`config.mk`:
```
export PLATFORM = sky130hd
export DESIGN_NAME = updown_count_monitor
export DESIGN_NICKNAME = d
export VERILOG_FILES = /design/src/rtl/updown_count_monitor.sv
export SDC_FILE = /design/constraint.sdc
export NUM_CORES = 1
export LEC_CHECK = 0
export ABC_AREA = 1
export CORE_MARGIN = 2
export CORE_UTILIZATION = 40
export DETAILED_ROUTE_END_ITERATION = 8
export MAX_ROUTING_LAYER = met4
export PLACE_DENSITY = 0.73
export SLEW_MARGIN = 20
export SYNTH_ARGS = -nofsm -noshare
export SYNTH_HDL_FRONTEND = slang
export SYNTH_SLANG_ARGS = --single-unit
```
`constraint.sdc`:
```
create_clock -name clk -period 6.1 [get_ports clk]
set_input_delay 0.61 -clock clk [delete_from_list [all_inputs] [get_ports clk]]
set_output_delay 0.61 -clock clk [all_outputs]
set_load 0.01 [all_outputs]
```
`src/rtl/updown_count_monitor.sv`:
```
// updown_count_monitor
//
// Watches the q bus of an up/down counter and classifies each enabled step
// relative to the previous enabled sample as UP, DOWN, HOLD or ILLEGAL.
// After LOCK_N consecutive same-direction steps it locks onto that direction.
// While locked it reports direction reversals, holds and illegal steps, and
// it keeps a saturating count of illegal steps.
//
// Ports
//   clk        rising-edge clock
//   reset      asynchronous active-low reset, clears all state
//   en         sample qualifier; q_in is only evaluated when en=1
//   q_in       observed count value (WIDTH bits, wraps modulo 2^WIDTH)
//   locked     direction acquired and steps consistent
//   dir        locked direction, 1 = up, 0 = down
//   dir_chg    one-cycle pulse on a legal reversal while locked
//   hold       one-cycle pulse when an enabled sample repeats the previous one
//   step_err   one-cycle pulse on an illegal step while locked
//   err_count  saturating count of step_err events
//
// State table
//   state      | meaning
//   -----------+-----------------------------------------------------------
//   ST_IDLE    | no reference sample yet; next enabled sample loads prev
//   ST_ACQUIRE | counting consecutive same-direction steps toward lock
//   ST_LOCKED  | direction known; reversals, holds and errors reported

module updown_count_monitor #(
  parameter int WIDTH     = 3,
  parameter int LOCK_N    = 4,
  parameter int ERR_CNT_W = 8
) (
  input  logic                 clk,
  input  logic                 reset,
  input  logic                 en,
  input  logic [WIDTH-1:0]     q_in,
  output logic                 locked,
  output logic                 dir,
  output logic                 dir_chg,
  output logic                 hold,
  output logic                 step_err,
  output logic [ERR_CNT_W-1:0] err_count
);

  typedef enum logic [1:0] {
    ST_IDLE    = 2'd0,
    ST_ACQUIRE = 2'd1,
    ST_LOCKED  = 2'd2
  } state_t;

  typedef enum logic [1:0] {
    STEP_HOLD    = 2'd0,
    STEP_UP      = 2'd1,
    STEP_DOWN    = 2'd2,
    STEP_ILLEGAL = 2'd3
  } step_t;

  localparam logic [3:0]           LOCK_N_C = 4'(LOCK_N);
  localparam logic [WIDTH-1:0]     DELTA_UP = WIDTH'(1);
  localparam logic [ERR_CNT_W-1:0] ERR_MAX  = '1;

  state_t               state_q, state_d;
  logic [WIDTH-1:0]     prev_q, prev_d;
  logic                 cand_dir_q, cand_dir_d;
  logic [3:0]           run_cnt_q, run_cnt_d;
  logic                 locked_q, locked_d;
  logic                 dir_q, dir_d;
  logic                 dir_chg_q, dir_chg_d;
  logic                 hold_q, hold_d;
  logic                 step_err_q, step_err_d;
  logic [ERR_CNT_W-1:0] err_count_q, err_count_d;

  logic [WIDTH-1:0]     delta;
  step_t                step;
  logic                 step_dir;
  logic [3:0]           run_next;

  // Modular difference makes wrap-around (max->0 up, 0->max down) legal.
  always_comb begin
    delta = q_in - prev_q;
    if (delta == '0) begin
      step = STEP_HOLD;
    end else if (delta == DELTA_UP) begin
      step = STEP_UP;
    end else if (delta == '1) begin
      step = STEP_DOWN;
    end else begin
      step = STEP_ILLEGAL;
    end
    step_dir = (step == STEP_UP);
  end

  always_comb begin
    state_d     = state_q;
    prev_d      = prev_q;
    cand_dir_d  = cand_dir_q;
    run_cnt_d   = run_cnt_q;
    locked_d    = locked_q;
    dir_d       = dir_q;
    dir_chg_d   = 1'b0;
    hold_d      = 1'b0;
    step_err_d  = 1'b0;
    err_count_d = err_count_q;
    run_next    = run_cnt_q;

    if (en) begin
      prev_d = q_in;
      case (state_q)
        ST_IDLE: begin
          state_d   = ST_ACQUIRE;
          run_cnt_d = 4'd0;
        end

        ST_ACQUIRE: begin
          case (step)
            STEP_UP, STEP_DOWN: begin
              // A zero run accepts either direction; a reversal restarts the
              // run at one because the reversing step itself is consistent.
              if ((run_cnt_q == 4'd0) || (step_dir == cand_dir_q)) begin
                run_next = run_cnt_q + 4'd1;
              end else begin
                run_next = 4'd1;
              end
              cand_dir_d = step_dir;
              if (run_next == LOCK_N_C) begin
                state_d   = ST_LOCKED;
                locked_d  = 1'b1;
                dir_d     = step_dir;
                run_cnt_d = 4'd0;
              end else begin
                run_cnt_d = run_next;
              end
            end
            STEP_HOLD: begin
              hold_d = 1'b1;
            end
            STEP_ILLEGAL: begin
              run_cnt_d = 4'd0;
            end
            default: begin
              run_cnt_d = 4'd0;
            end
          endcase
        end

        ST_LOCKED: begin
          case (step)
            STEP_UP, STEP_DOWN: begin
              if (step_dir != dir_q) begin
                dir_d     = step_dir;
                dir_chg_d = 1'b1;
              end
            end
            STEP_HOLD: begin
              hold_d = 1'b1;
            end
            STEP_ILLEGAL: begin
              // dir is kept so software can still see the last direction.
              step_err_d = 1'b1;
              if (err_count_q != ERR_MAX) begin
                err_count_d = err_count_q + 1'b1;
              end
              state_d   = ST_ACQUIRE;
              run_cnt_d = 4'd0;
              locked_d  = 1'b0;
            end
            default: begin
              state_d = ST_ACQUIRE;
            end
          endcase
        end

        default: begin
          state_d   = ST_IDLE;
          run_cnt_d = 4'd0;
          locked_d  = 1'b0;
        end
      endcase
    end
  end

  always_ff @(posedge clk or negedge reset) begin
    if (!reset) begin
      state_q     <= ST_IDLE;
      prev_q      <= '0;
      cand_dir_q  <= 1'b0;
      run_cnt_q   <= 4'd0;
      locked_q    <= 1'b0;
      dir_q       <= 1'b0;
      dir_chg_q   <= 1'b0;
      hold_q      <= 1'b0;
      step_err_q  <= 1'b0;
      err_count_q <= '0;
    end else begin
      state_q     <= state_d;
      prev_q      <= prev_d;
      cand_dir_q  <= cand_dir_d;
      run_cnt_q   <= run_cnt_d;
      locked_q    <= locked_d;
      dir_q       <= dir_d;
      dir_chg_q   <= dir_chg_d;
      hold_q      <= hold_d;
      step_err_q  <= step_err_d;
      err_count_q <= err_count_d;
    end
  end

  assign locked    = locked_q;
  assign dir       = dir_q;
  assign dir_chg   = dir_chg_q;
  assign hold      = hold_q;
  assign step_err  = step_err_q;
  assign err_count = err_count_q;

endmodule

```
==> summary.md <==
| Metric | Value |
|---|---|
| Worst-Margin Slew | ~0.5 ns |
| Die area | 3840 sq um |
| Yosys warns | 0 |
| Vias in the first global route | 981 |
| First-pass detailed-route iteration total | 4 |
| CTS H-tree depth | 1 |
| Final antenna-violating net count | 0 |
| Fin cells | 228 |
| Top delay family on crit path | adder cells |
| Worst Path Arrival | 3.22 ns |
| CTS tree | yes |
| Tmin final | 3.01 ns |
| Total CTS buffers | 3 |
| Synth area leader | dfrtp_1 |
| Status | finished clean |
| Initial antenna violation count | 0 |
| Die height | between 60 and 70 microns |
| CTS Sinks | 23 |
| Power share of the combinational group | 44.1% |
| Startpoint Class | input pin |
| Hold buffers post-CTS | 0 |
| P_sw | 0.000204 W |
| Area Growth Syn to Fin | 19.3% |
| Final Wtd Congestion | 0.836 |
| Most common cell after layout, fill and taps aside | nand2_1 |
| Crit path buffers/inverters | 5 |
| Post-layout worst setup margin | 3.09 ns |
| Worst path slowest cell | clkdlybuf4s50_1 |
| R2R setup slack | 3.49 ns |
| Worst relative slew slack | 65.7% |
| Pre-CTS WS | 2.75 ns |
| Leakage | 0.773 nW |
| Crit-path max FO | 5 |
| WP depth | 19 |
| Mapped Area | about 1300 sq um |
| CTS Root Cell | clkbuf_4 |
| Post-Route WL | 2.37 mm |
| Worst Setup End Kind | register |
| Syn nets | 178 |
| I/O Pins | 19 |
| Via/cell ratio | 4.75 |
| Routed length per placed instance | 10.4 microns |
| IO Port Bufs | 18 |
| Library cells used by synthesis | 25 |
| Int Pwr | 0.000309 W |
| Clock power share | a little over an eighth |
| CP max stage delay | 0.45 ns |
| Core box area | 3280 sq um |
| Crit path top cell by count | nand2_1 |
| Fmax | 333 MHz |
| Routed vias | around 1.1k |
| N_diodes | 0 |
| Multi-input logic area | ~680 sq um |
| Most frequent cells in the layout | nand2_1 (42), dfrtp_1 (23), inv_1 (22), clkdlybuf4s50_1 (17), nand3_1 (14) |
| Layout cell share with drive strength beyond 1 | 7.69% |
| Fin crit share | 49.3% |
| Reg clk slew, reported paths | around 0.13 ns |
| Site Rows | 21 |
| RSZ-0062 raised after global routing | no |
| Placed Cells | 224 |
| Number of synthesized register bits | 23 |
| Buffer depth of the longest clock path | 2 |
| Max_cap viols | 0 |
| Clk Latency, worst-skew pair | 0.31 ns |
| Top-area cell type share of the netlist area | between 40% and 50% |
| R2R cell count | 17 |
| Sequential fraction of the synthesis area | 42.8% |
| WP data required | approximately 6.3 ns |
| Starting Density | around 41% |
| First-pass GRT wire length | 4.23 mm |
| Iteration-0 DRC Markers | 44 |
| Register area | 576 sq um |
| Final hold vios | 0 |
| Detailed placement HPWL | 1.84 mm |
| Die W | 62.0 microns |
| Hold Crit Class | input pin to asynchronous set/reset pin |
| Worst-path cell chain | clkdlybuf4s50_1 -> inv_1 -> ha_1 -> fa_1 -> xor2_1 -> inv_1 -> nand2_1 -> nand2_1 -> inv_1 -> ha_1 -> inv_1 -> nand2_1 -> nand2_1 -> a21oi_1 -> nand2_1 -> nand2_2 -> nand3_1 -> nand2_1 -> nand2_1 |
| VDD IR max | 0.175 mV |
| Critical path type | input pin to register |
| Sw Ratio | 39.9% |
| Setup bufs post-CTS | 0 |
| Setup_tns | 0 ns |
| Total GRT Usage | approximately 15% |
| Post-CTS sizing | 0 |
| Post-Synthesis Cells | 160 |
| Final Slew Violations | 0 |
| Drt drc | 0 |
| Sequential power share | 42.2% |
| Setup Skew | 0.00540 ns |
| Largest cells by area after synthesis | dfrtp_1 (43%), nand2_1 (12%), ha_1 (10%) |
| Power Density | 320 nW/um^2 |
| Nets@finish | 201 |
| # fillers | 310 |
| Syn Area/Cell | 8.41 sq um |
| Setup violations, final | 0 |
| Pin count of the biggest net entering global routing | 24 |
| Total grt overflow | 0 |
## power groups by stage
stage                     combinational, W  sequential (W)  clock (W)
final                             0.000226        0.000216  0.0000702
after global routing              0.000261        0.000222  0.0000825
after CTS                         0.000229        0.000217  0.0000758
after detailed placement          0.000227        0.000220          0
after global placement            0.000225        0.000219          0
after floorplan                   0.000146        0.000223          0
## through the flow
stage | cell area, sq um | power [W] | util [%] | hold slack (ns)
2_1_floorplan | 1350 | 0.000370 | - | 0.314
3_3_place_gp | 1580 | 0.000445 | 48.2 | 0.474
3_5_place_dp | 1580 | 0.000447 | 48.2 | 0.476
4_1_cts | 1610 | 0.000522 | 49.0 | 0.505
5_1_grt | 1610 | 0.000566 | 48.9 | 0.255
6_report | 1610 | 0.000513 | 48.9 | 0.245
## layer usage
metal  vias to the layer above  global-route usage (%)  share of wire, %
met2                        13                    22.9                49
met5                         -                       -                 0
met3                         2                    4.35               3.4
li1                        561                       -                 -
met4                         0                    3.65              0.80
met1                       506                    20.7                46
## state kept, by name (all words and copies together), names as in the netlist, 2 cells and up
| register | flops |
|---|---|
| prev_q | 3 |
| state_q | 2 |
| err_count | 8 |
| run_cnt_q | 4 |
## cell usage after synthesis
cell	number
o21a_1	1
fa_1	1
o21ai_0	4
nand4_1	5
nand2_2	2
inv_1	22
o21ai_1	2
nor2_1	8
ha_1	11
nand3_1	14
or2_1	1
xor2_1	3
dfrtp_1	23
inv_2	2
nand2_1	42
nor2_4	1
a21oi_1	3
o22ai_1	4
nor3_1	1
nand2_4	1
nor2_2	1
xnor2_1	5
o21bai_1	1
a21oi_2	1
nor3_4	1
## logic make-up (layout without fill, tap and decap cells)
family          Yosys count  after routing  share of synthesized area [%]
flops                    23             23                           42.8
compound gates           16             16                           6.98
xor+xnor                  8              8                           5.21
fa+ha+maj                12             12                           11.7
buf+inv                  24             46                           6.70
simple gates             77             77                           26.6
## layout make-up
class | instances | area share, %
Tap cell | 46 | 3.59
Inverter | 24 | 5.61
Clock buffer | 3 | 1.40
Clock inverter | 1 | 0.312
Multi-Input combinational cell | 113 | 42.3
Timing Repair Buffer | 18 | 10.9
Sequential cell | 23 | 35.9
## path summary, 6_finish.rpt
path,startpoint,end
max in group asynchronous,reset,dir_chg
setup / recovery,q_in[0],locked
hold / removal,reset,err_count[3]
setup reg to reg,prev_q[0],locked
min in group clk,locked,locked
hold reg to reg,locked,locked
(Power assumes the default switching activity.)
